`src/rtl/bus_pkg.sv`:
```
// Shared types and constants for the bus arbiter slice.
package bus_pkg;

  typedef enum logic [1:0] {
    IDLE    = 2'd0,
    BUSY    = 2'd1,
    RELEASE = 2'd2
  } arb_state_t;

  localparam int DEF_MASTER_COUNT = 2;
  localparam int DEF_SLAVE_COUNT  = 3;
  localparam int DEF_TIMEOUT      = 1024;

  // Index width for a field selecting one of n items; never narrower than 1 bit.
  function automatic int idx_width(input int n);
    return (n > 1) ? $clog2(n) : 1;
  endfunction

endpackage

```
`src/rtl/arb_picker.sv`:
```
// Combinational winner search: scans the valid vector starting at 'start'
// and wrapping around, returning the first valid index found.
module arb_picker #(
  parameter int N = 2,
  parameter int W = 1
) (
  input  logic [N-1:0] valid,
  input  logic [W-1:0] start,
  output logic [W-1:0] winner,
  output logic         any_valid
);

  int idx;

  // Circular first-valid search from the start index.
  always_comb begin
    winner    = '0;
    any_valid = 1'b0;
    idx       = 0;
    for (int i = 0; i < N; i++) begin
      idx = int'(start) + i;
      if (idx >= N) idx = idx - N;
      if (!any_valid && valid[idx]) begin
        any_valid = 1'b1;
        winner    = W'(idx);
      end
    end
  end

endmodule

```
`src/rtl/bus_arbiter.sv`:
```
// Serial bus arbiter: grants one master at a time, routes its tenure to the
// latched target slave, and force-terminates tenures that run TIMEOUT cycles.
// Build option: define ARB_ROUND_ROBIN_EN for round-robin arbitration;
// otherwise the lowest valid master index always wins.
//
// Handshake: a master holds req (with a stable slave_id) until it is granted and
// ends its tenure with a 1-cycle done pulse or by dropping req. Grant appears one
// cycle after req is sampled in IDLE; every tenure is followed by exactly one
// RELEASE cycle with all outputs low.
module bus_arbiter
  import bus_pkg::*;
#(
  parameter  int MASTER_COUNT = DEF_MASTER_COUNT,
  parameter  int SLAVE_COUNT  = DEF_SLAVE_COUNT,
  parameter  int TIMEOUT      = DEF_TIMEOUT,
  localparam int MID_W        = idx_width(MASTER_COUNT),
  localparam int SID_W        = idx_width(SLAVE_COUNT)
) (
  input  logic                      clk,
  input  logic                      rstN,
  input  logic [MASTER_COUNT-1:0]   req,
  input  logic [MASTER_COUNT*SID_W-1:0] slave_id,
  input  logic [MASTER_COUNT-1:0]   done,
  output logic [MASTER_COUNT-1:0]   grant,
  output logic [MID_W-1:0]          grant_id,
  output logic [SLAVE_COUNT-1:0]    slave_sel,
  output logic                      bus_busy,
  output logic                      timeout_err
);

  localparam int               CNT_W     = idx_width(TIMEOUT);
  localparam logic [CNT_W-1:0] CNT_LAST  = CNT_W'(TIMEOUT - 1);
  localparam logic [SID_W:0]   SLAVE_LIM = (SID_W + 1)'(SLAVE_COUNT);

  arb_state_t              state, state_d;
  logic [MASTER_COUNT-1:0] valid, grant_d;
  logic [MID_W-1:0]        start, winner, grant_id_d;
  logic                    any_valid;
  logic [SID_W-1:0]        win_sid;
  logic [SLAVE_COUNT-1:0]  slave_sel_d;
  logic [CNT_W-1:0]        cnt, cnt_d;
  logic                    busy_d, terr_d, owner_end;

  // Requests aimed at a nonexistent slave are never eligible.
  always_comb begin
    valid = '0;
    for (int i = 0; i < MASTER_COUNT; i++) begin
      valid[i] = req[i] && ({1'b0, slave_id[i*SID_W +: SID_W]} < SLAVE_LIM);
    end
  end

  arb_picker #(.N(MASTER_COUNT), .W(MID_W)) u_picker (
    .valid     (valid),
    .start     (start),
    .winner    (winner),
    .any_valid (any_valid)
  );

`ifdef ARB_ROUND_ROBIN_EN
  logic [MID_W-1:0] rr_ptr;
  assign start = rr_ptr;

  // Search origin moves to the master after the one just granted.
  always_ff @(posedge clk) begin
    if (!rstN) begin
      rr_ptr <= '0;
    end else if (state == IDLE && any_valid) begin
      rr_ptr <= (winner == MID_W'(MASTER_COUNT - 1)) ? '0 : winner + MID_W'(1);
    end
  end
`else
  assign start = '0;
`endif

  assign win_sid   = slave_id[int'(winner)*SID_W +: SID_W];
  // Only the current owner can end its tenure; dropping req counts as done.
  assign owner_end = done[grant_id] | ~req[grant_id];

  // State register.
  always_ff @(posedge clk) begin
    if (!rstN) state <= IDLE;
    else       state <= state_d;
  end

  // Next state and next registered outputs; grant/slave_sel only move on transitions.
  always_comb begin
    state_d     = state;
    grant_d     = grant;
    grant_id_d  = grant_id;
    slave_sel_d = slave_sel;
    cnt_d       = cnt;
    busy_d      = bus_busy;
    terr_d      = 1'b0;
    case (state)
      IDLE: begin
        if (any_valid) begin
          state_d             = BUSY;
          grant_d             = '0;
          grant_d[winner]     = 1'b1;
          grant_id_d          = winner;
          slave_sel_d         = '0;
          slave_sel_d[win_sid] = 1'b1;
          cnt_d               = '0;
          busy_d              = 1'b1;
        end
      end
      BUSY: begin
        if (owner_end || cnt == CNT_LAST) begin
          state_d     = RELEASE;
          grant_d     = '0;
          slave_sel_d = '0;
          busy_d      = 1'b0;
          cnt_d       = '0;
          terr_d      = ~owner_end;
        end else begin
          cnt_d = cnt + CNT_W'(1);
        end
      end
      RELEASE: begin
        state_d = IDLE;
      end
      default: begin
        state_d = IDLE;
      end
    endcase
  end

  // Output and tenure-counter registers.
  always_ff @(posedge clk) begin
    if (!rstN) begin
      grant       <= '0;
      grant_id    <= '0;
      slave_sel   <= '0;
      bus_busy    <= 1'b0;
      timeout_err <= 1'b0;
      cnt         <= '0;
    end else begin
      grant       <= grant_d;
      grant_id    <= grant_id_d;
      slave_sel   <= slave_sel_d;
      bus_busy    <= busy_d;
      timeout_err <= terr_d;
      cnt         <= cnt_d;
    end
  end

endmodule

```
`config.mk`:
```
export PLATFORM = sky130hd
export DESIGN_NAME = bus_arbiter
export DESIGN_NICKNAME = d
export VERILOG_FILES = /design/src/rtl/bus_pkg.sv /design/src/rtl/arb_picker.sv /design/src/rtl/bus_arbiter.sv
export SDC_FILE = /design/constraint.sdc
export NUM_CORES = 1
export LEC_CHECK = 0
export ABC_AREA = 1
export CAP_MARGIN = 20
export CELL_PAD_IN_SITES_DETAIL_PLACEMENT = 1
export CELL_PAD_IN_SITES_GLOBAL_PLACEMENT = 1
export CORE_UTILIZATION = 42
export CTS_BUF_LIST = sky130_fd_sc_hd__clkbuf_4 sky130_fd_sc_hd__clkbuf_8
export CTS_CLUSTER_DIAMETER = 120
export DETAILED_ROUTE_END_ITERATION = 10
export PLACE_DENSITY_LB_ADDON = 0.1
export RECOVER_POWER = 100
export SETUP_SLACK_MARGIN = 0.4
export SYNTH_ARGS = -nofsm -noshare
export SYNTH_HDL_FRONTEND = slang
export SYNTH_SLANG_ARGS = --single-unit
```
`constraint.sdc`:
```
create_clock -name clk -period 2.8 [get_ports clk]
set_clock_uncertainty 0.2 [all_clocks]
set_input_delay 0.56 -clock clk [delete_from_list [all_inputs] [get_ports clk]]
set_output_delay 0.56 -clock clk [all_outputs]
set_load 0.05 [all_outputs]
```
==> Word level (Yosys, flattened, before mapping) <==
Cells that the tools add are included.
{ "word_totals": {"register_bits": 20, "latchBits": 0, "ram_bits": 0, "romBits": 0, "inputBits": 10, "output_inout_bits": 8, "wordCells": 63, "memories": 0} }
{ "op_classes": {"addsub": 1, "mul": 0, "n_div": 0, "magnitude_cmp": 7, "eq_ne": 4, "n_shift": 1, "n_mux": 26, "n_bitwise": 3, "reduce_logical": 14} }
{ "op_table": {"columns": ["cell", "n"], "rows": [
  ["$mux 10", 2],
  ["$pmux 10 s2", 1],
  ["$mux 1", 11],
  ["$add 10x1->10 const B", 1],
  ["$eq 10x10->1 const B", 1],
  ["$mux 2", 4],
  ["$pmux 2 s2", 2],
  ["$mux 3", 2],
  ["$pmux 3 s2", 1],
  ["$reduce_and 2->1", 3],
  ["$reduce_and 3->1", 2],
  ["$logic_and 1x1->1", 5],
  ["$lt 1x2->1 const B", 2],
  ["$lt 2x2->1 const B", 2],
  ["$ne 2x2->1 const B", 2],
  ["$shiftx 4x3->2", 1],
  ["$lt 2x3->1 const B", 1],
  ["$demux 1 s2", 1],
  ["$eq 2x1->1 const B", 1],
  ["$ge 2x1->1 const B", 1],
  ["$logic_not 2->1", 1],
  ["$not 1->1", 2],
  ["$pmux 1 s2", 1],
  ["$reduce_bool 2->1", 1],
  ["other kinds (5)", 5]
]} }

==> Longest topological paths before layout <==
Gate-level depths: netlist of the first run.
{ "depth": {"ltp_word": 13, "depth_mapped": 9, "depth_no_buf": 9} }

==> Hierarchy <==
A second synthesis of the first run with hierarchy kept.
{ "unflattened": {"cells_unflattened": 131, "area_unflattened_um2": 989.7} }
{ "modules_own_cells": {"columns": ["module", "instances", "cells_per_inst", "area_per_inst_um2", "seq_area_each_um2"], "rows": [
  ["bus_arbiter", 1, 127, 970.9, 400.4],
  ["arb_picker", 1, 4, 18.8, 0.0]
]} }

==> Least setup slack after synthesis of the first run <==
Ideal clock, no wire load.
{ "synth_timing": {"kind": "flip-flop to flip-flop", "startpoint": "reg grant_id", "endpoint": "reg slave_sel[1]", "setup_ns": 0.070, "arrival_time_ns": 1.302, "required_ns": 2.530, "setup_slack_ns": 1.228, "path_stages_with_launch": 7, "n_path_buf": 0, "synth_period_minus_slack_ns": 1.572, "cell_sequence": "dfxtp_1 nand3b_1 nand2_1 nand3_2 nand2_2 nand2_2 a21oi_1"} }
{ "synth_between": {"elab_chain_cells": 7, "word_cells_on_any_way": 9, "classes_between": "eq/ne: 1; mux: 4; bitwise: 2; reduce/logical: 2"} }
{ "synth_rtl": {"columns": ["item", "line", "text"], "rows": [
  ["from (decl)", "bus_arbiter.sv:25", "output logic [MID_W-1:0] grant_id,"],
  ["from (signal assigned)", "bus_arbiter.sv:139", "grant_id <= grant_id_d;"],
  ["$mux 1 (not written as such) (2 in series)", "bus_arbiter.sv:77", "assign owner_end = done[grant_id] | ~req[grant_id];"],
  ["$not 1->1", "bus_arbiter.sv:77", null],
  ["$or 1x1->1 (*)", "bus_arbiter.sv:77", null],
  ["$logic_or 1x1->1 (*)", "bus_arbiter.sv:108", "if (owner_end || cnt == CNT_LAST) begin"],
  ["$ne 2x2->1 (no line) (*)", null, null],
  ["$reduce_and 3->1 (no line) (*)", null, null],
  ["to (signal assigned)", "bus_arbiter.sv:140", "slave_sel <= slave_sel_d;"],
  ["to (decl)", "bus_arbiter.sv:26", "output logic [SLAVE_COUNT-1:0] slave_sel,"]
]} }
Every way passes the cells marked *; elsewhere a longest branch is shown, timed or not. The select of a mux whose other input is x is not followed.
A chain may end at the register's enable or synchronous reset.

==> Worst setup path after layout of the first run <==
{ "layout_timing": {"startpoint": "reg grant_id", "endpoint": "out grant_id"} }
No word-level cell between the ends.

==> impl_metrics.env, run 1 <==
export IMPL_status="finished clean"
export IMPL_cts_resized=0
export IMPL_clock_path_buffers=2
export IMPL_syn2layout_area_growth_pct=16.6
export IMPL_criticalPathCategory="reg -> out"
export IMPL_cp_data_required_time_ps=2040
export IMPL_leakage_uw=0.000507
export IMPL_worst_setup_path_end_kind="output pin"
export IMPL_cp_cell_sequence="dlygate4sd3_1"
export IMPL_route_detailed_drc=0
export IMPL_timing_rr_end="slave_sel[1]"
export IMPL_synth_cell_types=21
export IMPL_routabilityCongestion=0.742
export IMPL_finalCritPeriodShare_pct=82.6
export IMPL_rows=17
export IMPL_max_cap_viol_count=0
export IMPL_min_period_ps=2310
export IMPL_cp_slowest_cell="dlygate4sd3_1"
export IMPL_cts_setup_buffers=0
export IMPL_dieHeight_um=52.1
export IMPL_track_usage_pct=22.7
export IMPL_clock_latency_ps=290
export IMPL_tightest_slew_ps=515
export IMPL_hp_start="bus_busy"
export IMPL_ys_seq_area_share_pct=38.0
export IMPL_layout_nets=176
export IMPL_placed_cell_area_um2=1230
export IMPL_clkTransAtPathRegs_ps=100
export IMPL_overflow=0
export IMPL_antenna_cells=0
export IMPL_final_fill_count=304
export IMPL_synth_cell_area_um2=1050
export IMPL_rsz0062_at_grt="false"
export IMPL_drv_slew=0
export IMPL_finalHoldViolCount=0
export IMPL_grt_first_pass_wirelength_um=4480
export IMPL_cp_top_family="buffers and inverters"
export IMPL_grt_pass1_vias=1006
export IMPL_root_buffer="clkbuf_4"
export IMPL_ys_seq_elements=20
export IMPL_port_buffers=17
export IMPL_vias=985
export IMPL_fmax_mhz=432
export IMPL_max_slew_margin_pct=65.5
export IMPL_min_to="bus_busy"
export IMPL_synth_nets=156
export IMPL_htree_levels=1
export IMPL_drt_iter0_markers=15
export IMPL_worst_ep_arrival_time_ps=1550
export IMPL_ant_nets=0
export IMPL_core_um2=2280
export IMPL_wl_um=2540
export IMPL_crit_buf_inv=1
export IMPL_setup_viol=0
export IMPL_hold_depth=2
export IMPL_ys_warn_count=0
export IMPL_die_area_um2=2710
export IMPL_finalSetupTns_ps=0
export IMPL_clock_sinks=20
export IMPL_first_pass_iters=4
export IMPL_reg2reg_from="cnt[0]"
export IMPL_ir_drop_v=0.000328
export IMPL_r2r_slack_ps=800
export IMPL_grt_max_degree=16
export IMPL_drive_gt1_share_pct=7.98
export IMPL_cts_hold_buf=0
export IMPL_wire_per_inst_um=13.3
export IMPL_reg2regPathDepth=8
export IMPL_dieWidth_um=52.1
export IMPL_crit_fanout=4
export IMPL_avgSynthCellArea_um2=7.26
export IMPL_synthCells=145
export IMPL_ioPinCount=18
export IMPL_cts_tree="done"
export IMPL_start_kind="flop"
export IMPL_routed_via_density=5.16
export IMPL_antenna_found_initial=0
export IMPL_hold_path_class="reg -> reg"
export IMPL_p_per_area_nw_per_um2=479
export IMPL_cts_made_buffers=3
export IMPL_seq_area_um2=400
export IMPL_cpPeakStageDelay_ps=880
export IMPL_postLayoutCellArea_um2=1230
export IMPL_hpwl_um=2090
export IMPL_start_util_pct=46.2
export IMPL_multi_input_area_um2=539
## registers in the layout, summed over array words and instances, names as in the netlist
register     cells
bus_busy         1
cnt             10
grant            2
grant_id         1
slave_sel        3
state            2
timeout_err      1
## layout by cell type (no fill, tap or decap), types with 3 or more instances in the layout
cell type and instances:
a21oi_1 13, clkbuf_4 3, clkdlybuf4s50_1 8, dfxtp_1 20
dlygate4sd3_1 9, inv_1 12, nand2_1 44, nand3_1 19
nand3b_1 4, nor2_1 11, nor3_1 3
## worst max-delay path by stage
stage	startpoint	endpoint	slack, ps	cells past startpoint
global placement	req[1]	slave_sel[1]	650	8
finish	grant_id	grant_id	490	1
CTS	grant_id	grant_id	530	1
global route	req[1]	slave_sel[1]	310	8
detailed placement	req[1]	slave_sel[1]	560	8
floorplan	grant_id	slave_sel[1]	1230	6
## synth_stat cells
cell type  number  area [µm²]
inv_1          12        45.0
clkinv_1        1        3.75
nand4_1         2        12.5
nor3_1          3        15.0
xor2_1          2        17.5
a21oi_4         1        16.3
nor2_2          3        18.8
nand2_2         3        18.8
buf_6           3        33.8
nand3_1        18        90.1
nor2_1         10        37.5
nand3_4         1        17.5
nand2_1        42         158
nand3_2         3        30.0
a21oi_1        12        60.1
ha_1            1        12.5
nand3b_1        4        30.0
nor2_4          2        22.5
and2_4          1        8.76
dfxtp_1        20         400
inv_2           1        3.75
## metrics by stage
stage / util, % / power (µW) / std cells / hold slack, ps / worst slack, ps
detailed placement: 54.1 / 474 / 188 / 272 / 565
global placement: 54.1 / 466 / 188 / 250 / 654
global route: 53.9 / 626 / 191 / 308 / 313
floorplan: - / 429 / 145 / 251 / 1230
CTS: 55.1 / 610 / 191 / 288 / 534
finish: 53.9 / 588 / 191 / 281 / 487
## cell families (layout without fill, tap and decap cells)
group,count (synthesis),count (layout),synth area share [%]
fa+ha+maj,1,1,1.19
buf+inv,17,35,8.20
flops,20,20,38.0
compound gates,13,13,7.25
simple gates,92,92,43.6
xor+xnor,2,2,1.66
## final cells by class
class / count / share of cell area, %
clock buffers: 3 / 1.83
flip-flops and latches: 20 / 32.6
inverters: 14 / 4.28
well taps: 28 / 2.85
repair buffers: 18 / 14.5
multi-input cells: 108 / 43.9
## where the power goes
group / internal [µW] / total [µW] / switching [µW]
clock network: 50.0 / 132 / 82.5
registers: 298 / 307 / 9.40
logic: 46.5 / 149 / 102
total: 394 / 588 / 194
## routing by layer
layer  track usage, %  up-vias  wire, µm
met3             3.51        2        86
li1                 -      508         -
met5                0        -         0
met2             38.7       15      1250
met4             6.76        0        17
met1             29.0      460      1180
## worst min-delay path: stages, from the launching register on
cell and delay (ps):
dfxtp_1 330, nand2_1 60, a21oi_1 50
No activity file was read; power rests on OpenSTA's default activity.
==> inputs of run 2 (changes only) <==
--- a/config.mk
+++ b/config.mk
@@ -9,7 +9,7 @@
 export CAP_MARGIN = 20
 export CELL_PAD_IN_SITES_DETAIL_PLACEMENT = 1
 export CELL_PAD_IN_SITES_GLOBAL_PLACEMENT = 1
-export CORE_UTILIZATION = 42
+export CORE_UTILIZATION = 35
 export CTS_BUF_LIST = sky130_fd_sc_hd__clkbuf_4 sky130_fd_sc_hd__clkbuf_8
 export CTS_CLUSTER_DIAMETER = 120
 export DETAILED_ROUTE_END_ITERATION = 10
==> constraint.sdc (replaced) <==
create_clock -name clk -period 2 [get_ports clk]
set_clock_uncertainty 0.2 [all_clocks]
set_input_delay 0.4 -clock clk [delete_from_list [all_inputs] [get_ports clk]]
set_output_delay 0.4 -clock clk [all_outputs]
set_load 0.05 [all_outputs]
==> run 2 against run 1 <==
  * Sequential share of layout area decreased by 5.2 points
  * Critical endpoint is now slave_sel[1]
  * Sequential cell count unchanged
  * The flow now finishes with violations (design-rule violations)
  * Critical path depth unchanged
==> impl_metrics.env, run 2 (synthesis results as in run 1) <==
export IMPL_status="complete, but fails checks"
export IMPL_violations="design-rule violations"
export IMPL_drv_slew=0
export IMPL_ir_drop_v=0.000528
export IMPL_hpwl_um=2080
export IMPL_setup_viol=0
export IMPL_syn2layout_area_growth_pct=41.0
export IMPL_dieHeight_um=56.8
export IMPL_mostFrequentLayoutCells="nand2_1, nand3_1, buf_4, dfxtp_1"
export IMPL_cp_data_required_time_ps=1400
export IMPL_clock_path_buffers=2
export IMPL_largest_reg_flops=10
export IMPL_finalSetupTns_ps=0
export IMPL_antenna_cells=0
export IMPL_p_per_area_nw_per_um2=649
export IMPL_dp_cells=195
export IMPL_grt_first_pass_wirelength_um=4770
export IMPL_leakage_uw=0.000622
export IMPL_cts_made_buffers=3
export IMPL_dpl_worst_slack_ps=8.41
export IMPL_postLayoutCellArea_um2=1480
export IMPL_die_area_um2=3230
export IMPL_routabilityCongestion=0.745
export IMPL_layout_nets=194
export IMPL_core_um2=2810
export IMPL_finalHoldViolCount=0
export IMPL_hold_path_class="reg -> reg"
export IMPL_vias=1057
export IMPL_stdcell_count=213
export IMPL_cp_slowest_cell="clkbuf_1"
export IMPL_worst_ep_arrival_time_ps=1140
export IMPL_layout_setup_ws_ps=258
export IMPL_first_pass_iters=7
export IMPL_start_kind="flop"
export IMPL_routed_via_density=4.96
export IMPL_grt_max_degree=12
export IMPL_drive_gt1_share_pct=29.7
export IMPL_rows=19
export IMPL_ioPinCount=18
export IMPL_clock_latency_ps=300
export IMPL_wire_per_inst_um=14.5
export IMPL_crit_fanout=2
export IMPL_port_buffers=17
export IMPL_antenna_found_initial=0
export IMPL_track_usage_pct=19.3
export IMPL_crit_buf_inv=1
export IMPL_clkTransAtPathRegs_ps=120
export IMPL_min_period_ps=1740
export IMPL_clock_sinks=20
export IMPL_overflow=0
export IMPL_cts_tree="done"
export IMPL_max_cap_viol_count=0
export IMPL_root_buffer="clkbuf_4"
export IMPL_dieWidth_um=56.8
export IMPL_top_regs="cnt: 10 flops, slave_sel: 3 flops"
export IMPL_criticalPathCategory="reg -> out"
export IMPL_route_detailed_drc=4
export IMPL_tightest_slew_ps=614
export IMPL_rsz0062_at_grt="false"
export IMPL_drt_iter0_markers=28
export IMPL_htree_levels=1
export IMPL_start_util_pct=37.5
export IMPL_cp_top_family="buffers and inverters"
export IMPL_worst_setup_path_end_kind="output pin"
export IMPL_layout_commonest_cell="nand2_1"
export IMPL_placed_cell_area_um2=1260
export IMPL_grt_pass1_vias=1045
export IMPL_finalCritPeriodShare_pct=87.1
export IMPL_wl_um=3100
export IMPL_largest_register="cnt"
export IMPL_cp_cell_sequence="clkbuf_1"
export IMPL_cpPeakStageDelay_ps=480
export IMPL_ant_nets=0
export IMPL_max_slew_margin_pct=59.2
export IMPL_fmax_mhz=574
==> run 2: worst paths after layout <==
path / start / endpoint / slack (ps) / depth (start not counted)
worst min register to register: bus_busy / bus_busy / 270 / 2
worst max-delay path: slave_sel[1] / slave_sel[1] / 260 / 1
worst max register to register: state[1] / slave_sel[0] / 350 / 7
worst min-delay path: bus_busy / bus_busy / 270 / 2
==> run 2: layout make-up <==
type | count | area [µm²]
sequential | 20 | 407
tap | 31 | 38.8
clock buffer | 4 | 36.3
inverter | 14 | 52.6
timing repair buffer | 36 | 303
fill | 361 | 1320
multi-input combinational | 108 | 647
==> run 2: per-stage QoR <==
stage	total power [µW]	utilization [%]	hold slack (ps)
5_1_grt	1010	52.9	304
6_report	964	52.9	274
3_3_place_gp	678	44.8	252
2_1_floorplan	600	-	251
3_5_place_dp	681	44.8	260
4_1_cts	951	49.5	278
==> run 2: repair_timing <==
| item | CTS | global route |
|---|---|---|
| gates resized for setup | 10 | 26 |
| gates cloned | 1 | 0 |
| pin swaps | 5 | 10 |
| hold buffers | 0 | 0 |
| endpoints found under the hold margin | 0 | 0 |
| setup buffers | 7 | 6 |
| endpoints found under the setup margin | 14 | 13 |
==> run 2: power breakdown <==
group / internal [µW] / total [µW] / switching, µW
sequential: 417 / 429 / 11.7
combinational: 118 / 294 / 176
clock: 111 / 241 / 130
total: 646 / 964 / 318
==> run 2: worst min-delay path: stages, from the launching register on <==
cell	delay, ps
dfxtp_1	330
nand2_1	60
a21oi_1	50
==> run 2: layer usage <==
layer	share of wire (%)	track usage, %	vias up
met3	3.5	2.07	2
li1	-	-	551
met1	46	24.3	489
met5	0	0	-
met2	50	33.3	15
met4	0.74	8.36	0
==> inputs of run 3 (changes only) <==
--- a/config.mk
+++ b/config.mk
@@ -9,7 +9,7 @@
 export CAP_MARGIN = 20
 export CELL_PAD_IN_SITES_DETAIL_PLACEMENT = 1
 export CELL_PAD_IN_SITES_GLOBAL_PLACEMENT = 1
-export CORE_UTILIZATION = 35
+export CORE_UTILIZATION = 39
 export CTS_BUF_LIST = sky130_fd_sc_hd__clkbuf_4 sky130_fd_sc_hd__clkbuf_8
 export CTS_CLUSTER_DIAMETER = 120
 export DETAILED_ROUTE_END_ITERATION = 10
==> constraint.sdc (replaced) <==
create_clock -name clk -period 1.8 [get_ports clk]
set_clock_uncertainty 0.2 [all_clocks]
set_input_delay 0.36 -clock clk [delete_from_list [all_inputs] [get_ports clk]]
set_output_delay 0.36 -clock clk [all_outputs]
set_load 0.05 [all_outputs]
==> run 3 against run 2 <==
  * The flow now finishes without violations
  * Via count is 14% higher
  * Critical path depth rose by 8
  * Sequential cell count did not move
  * Sequential share of layout area is 1.2 points lower
  * First-iteration DRC count fell by 32%
  * Worst setup slack worse by 110 ps
  * Highest routed layer unchanged
  * Combinational power increased by 20%
  * Die area is 9.9% lower
  * Register-to-register slack got worse by 200 ps
  * Count of clock-buffer cells in the layout unchanged
  * Final cell count shrank 0.47%
  * Wire length increased by 38%
==> impl_metrics.env, run 3 (synthesis results as in run 1) <==
export IMPL_status="finished clean"
export IMPL_r2r_slack_ps=150
export IMPL_cts_tree="done"
export IMPL_worst_setup_path_end_kind="flop"
export IMPL_cts_made_buffers=3
export IMPL_ant_nets=0
export IMPL_crit_fanout=3
export IMPL_cp_cell_sequence="ha_4 > nand2_4 > nor2_4 > nand3_4 > nand2_4 > clkbuf_1 > inv_4 > nand3_2 > a21oi_2"
export IMPL_syn2layout_area_growth_pct=50.9
export IMPL_criticalPathCategory="reg -> reg"
export IMPL_overflow=0
export IMPL_cp_slowest_cell="dfxtp_1"
export IMPL_ioPinCount=18
export IMPL_setup_viol=0
export IMPL_multi_input_area_um2=748
export IMPL_first_pass_iters=4
export IMPL_start_util_pct=41.7
export IMPL_clkTransAtPathRegs_ps=130
export IMPL_seq_area_um2=415
export IMPL_vias=1203
export IMPL_cpMostUsedCell="nand2_4"
export IMPL_largest_register="cnt"
export IMPL_drive_gt1_share_pct=44.0
export IMPL_hpwl_um=2250
export IMPL_drt_iter0_markers=19
export IMPL_min_period_ps=1650
export IMPL_port_buffers=17
export IMPL_final_fill_count=299
export IMPL_holdWs_ps=292
export IMPL_hold_path_class="reg -> reg"
export IMPL_hp_start="slave_sel[0]"
export IMPL_leakage_uw=0.000653
export IMPL_hold_depth=2
export IMPL_largest_reg_flops=10
export IMPL_drv_slew=0
export IMPL_routabilityCongestion=0.731
export IMPL_top_regs="cnt: 10 flops, slave_sel: 3 flops"
export IMPL_reg2regPathDepth=9
export IMPL_ir_drop_v=0.000718
export IMPL_grt_max_degree=12
export IMPL_rsz0062_at_grt="true"
export IMPL_clock_sinks=20
export IMPL_track_usage_pct=27.3
export IMPL_grt_pass1_vias=1210
export IMPL_placed_cell_area_um2=1330
export IMPL_cts_hold_buf=0
export IMPL_routed_via_density=5.67
export IMPL_cpPeakStageDelay_ps=430
export IMPL_fmax_mhz=604
export IMPL_htree_levels=1
export IMPL_finalHoldViolCount=0
export IMPL_postLayoutCellArea_um2=1590
export IMPL_cp_data_required_time_ps=1820
export IMPL_route_detailed_drc=0
export IMPL_root_buffer="clkbuf_4"
export IMPL_rows=18
export IMPL_finalCritPeriodShare_pct=91.9
export IMPL_tightest_slew_ps=330
export IMPL_dieHeight_um=53.9
export IMPL_layout_nets=194
export IMPL_die_area_um2=2910
export IMPL_dp_cells=194
export IMPL_dpl_worst_slack_ps=-186
export IMPL_min_to="slave_sel[0]"
export IMPL_timing_rr_end="cnt[1]"
export IMPL_clock_latency_ps=330
export IMPL_mostFrequentLayoutCells="nand2_1, nand3_1, buf_4, inv_1, dfxtp_1"
export IMPL_layout_setup_ws_ps=146
export IMPL_wl_um=4290
export IMPL_antenna_found_initial=0
export IMPL_wire_per_inst_um=20.2
export IMPL_grt_first_pass_wirelength_um=5450
export IMPL_start_kind="flop"
export IMPL_max_slew_margin_pct=77.8
export IMPL_dieWidth_um=53.9
export IMPL_reg2reg_from="cnt[1]"
export IMPL_clock_path_buffers=2
export IMPL_max_cap_viol_count=0
export IMPL_core_um2=2520
export IMPL_antenna_cells=0
export IMPL_layout_commonest_cell="nand2_1"
export IMPL_p_per_area_nw_per_um2=709
export IMPL_worst_ep_arrival_time_ps=1680
export IMPL_stdcell_count=212
-- run 3: cell types whose count changed in the layout (fill, tap and decap cells not counted), sizes merged --
cell / before / now
dlygate4sd2: 3 / 7
dlymetal6s2s: 3 / 1
clkbuf: 12 / 11
nand3: 22 / 23
clkdlybuf4s50: 3 / 1
-- run 3: power breakdown --
part / total, µW / internal (µW) / switching, µW
clock network: 286 / 124 / 162
logic: 353 / 125 / 228
registers: 486 / 464 / 22.1
-- run 3: layout make-up --
class / count / share of cell area, %
clock buffers: 4 / 2.29
inverters: 14 / 3.47
multi-input cells: 109 / 47.1
flip-flops and latches: 20 / 26.2
well taps: 30 / 2.36
repair buffers: 35 / 18.6
-- run 3: per-layer routing --
metal	vias up	routed length, µm	GRT usage [%]
li1	548	-	-
met1	590	1670	30.2
met2	46	2280	48.4
met3	19	168	6.50
met4	0	172	12.7
met5	-	0	0
-- run 3: per-stage QoR --
step                power, µW  utilization (%)  setup TNS (ps)
global route             1150             62.9               0
finish                   1120             62.9               0
CTS                      1090             61.0               0
global placement          769             52.7            -759
detailed placement        779             52.7           -2230
floorplan                 679                -               0
-- run 3: timing repair --
| action | in CTS | in global routing |
|---|---|---|
| resized for setup | 40 | 22 |
| endpoints found under the setup margin | 28 | 27 |
| cloned | 1 | 0 |
| setup buffers | 10 | 3 |
| pin swaps | 16 | 14 |
-- run 3: how the worst max path moves through the flow --
stage	slack, ps	depth (start not counted)	startpoint	to
3_5_place_dp	-190	8	req[1]	cnt[8]
6_report	150	9	cnt[1]	cnt[1]
3_3_place_gp	-90	8	req[1]	slave_sel[1]
2_1_floorplan	390	8	cnt[1]	slave_sel[1]
4_1_cts	330	1	slave_sel[1]	slave_sel[1]
5_1_grt	110	9	cnt[1]	cnt[1]
-- run 3: critical path: cells and delay by family, from the launching register on --
family | cells | cell delay [ps]
buffers and inverters | 2 | 200
AO/OA/AOI/OAI | 1 | 60
adder cells (fa/ha/maj) | 1 | 180
AND/OR/NAND/NOR | 5 | 480
flip-flops | 1 | 430
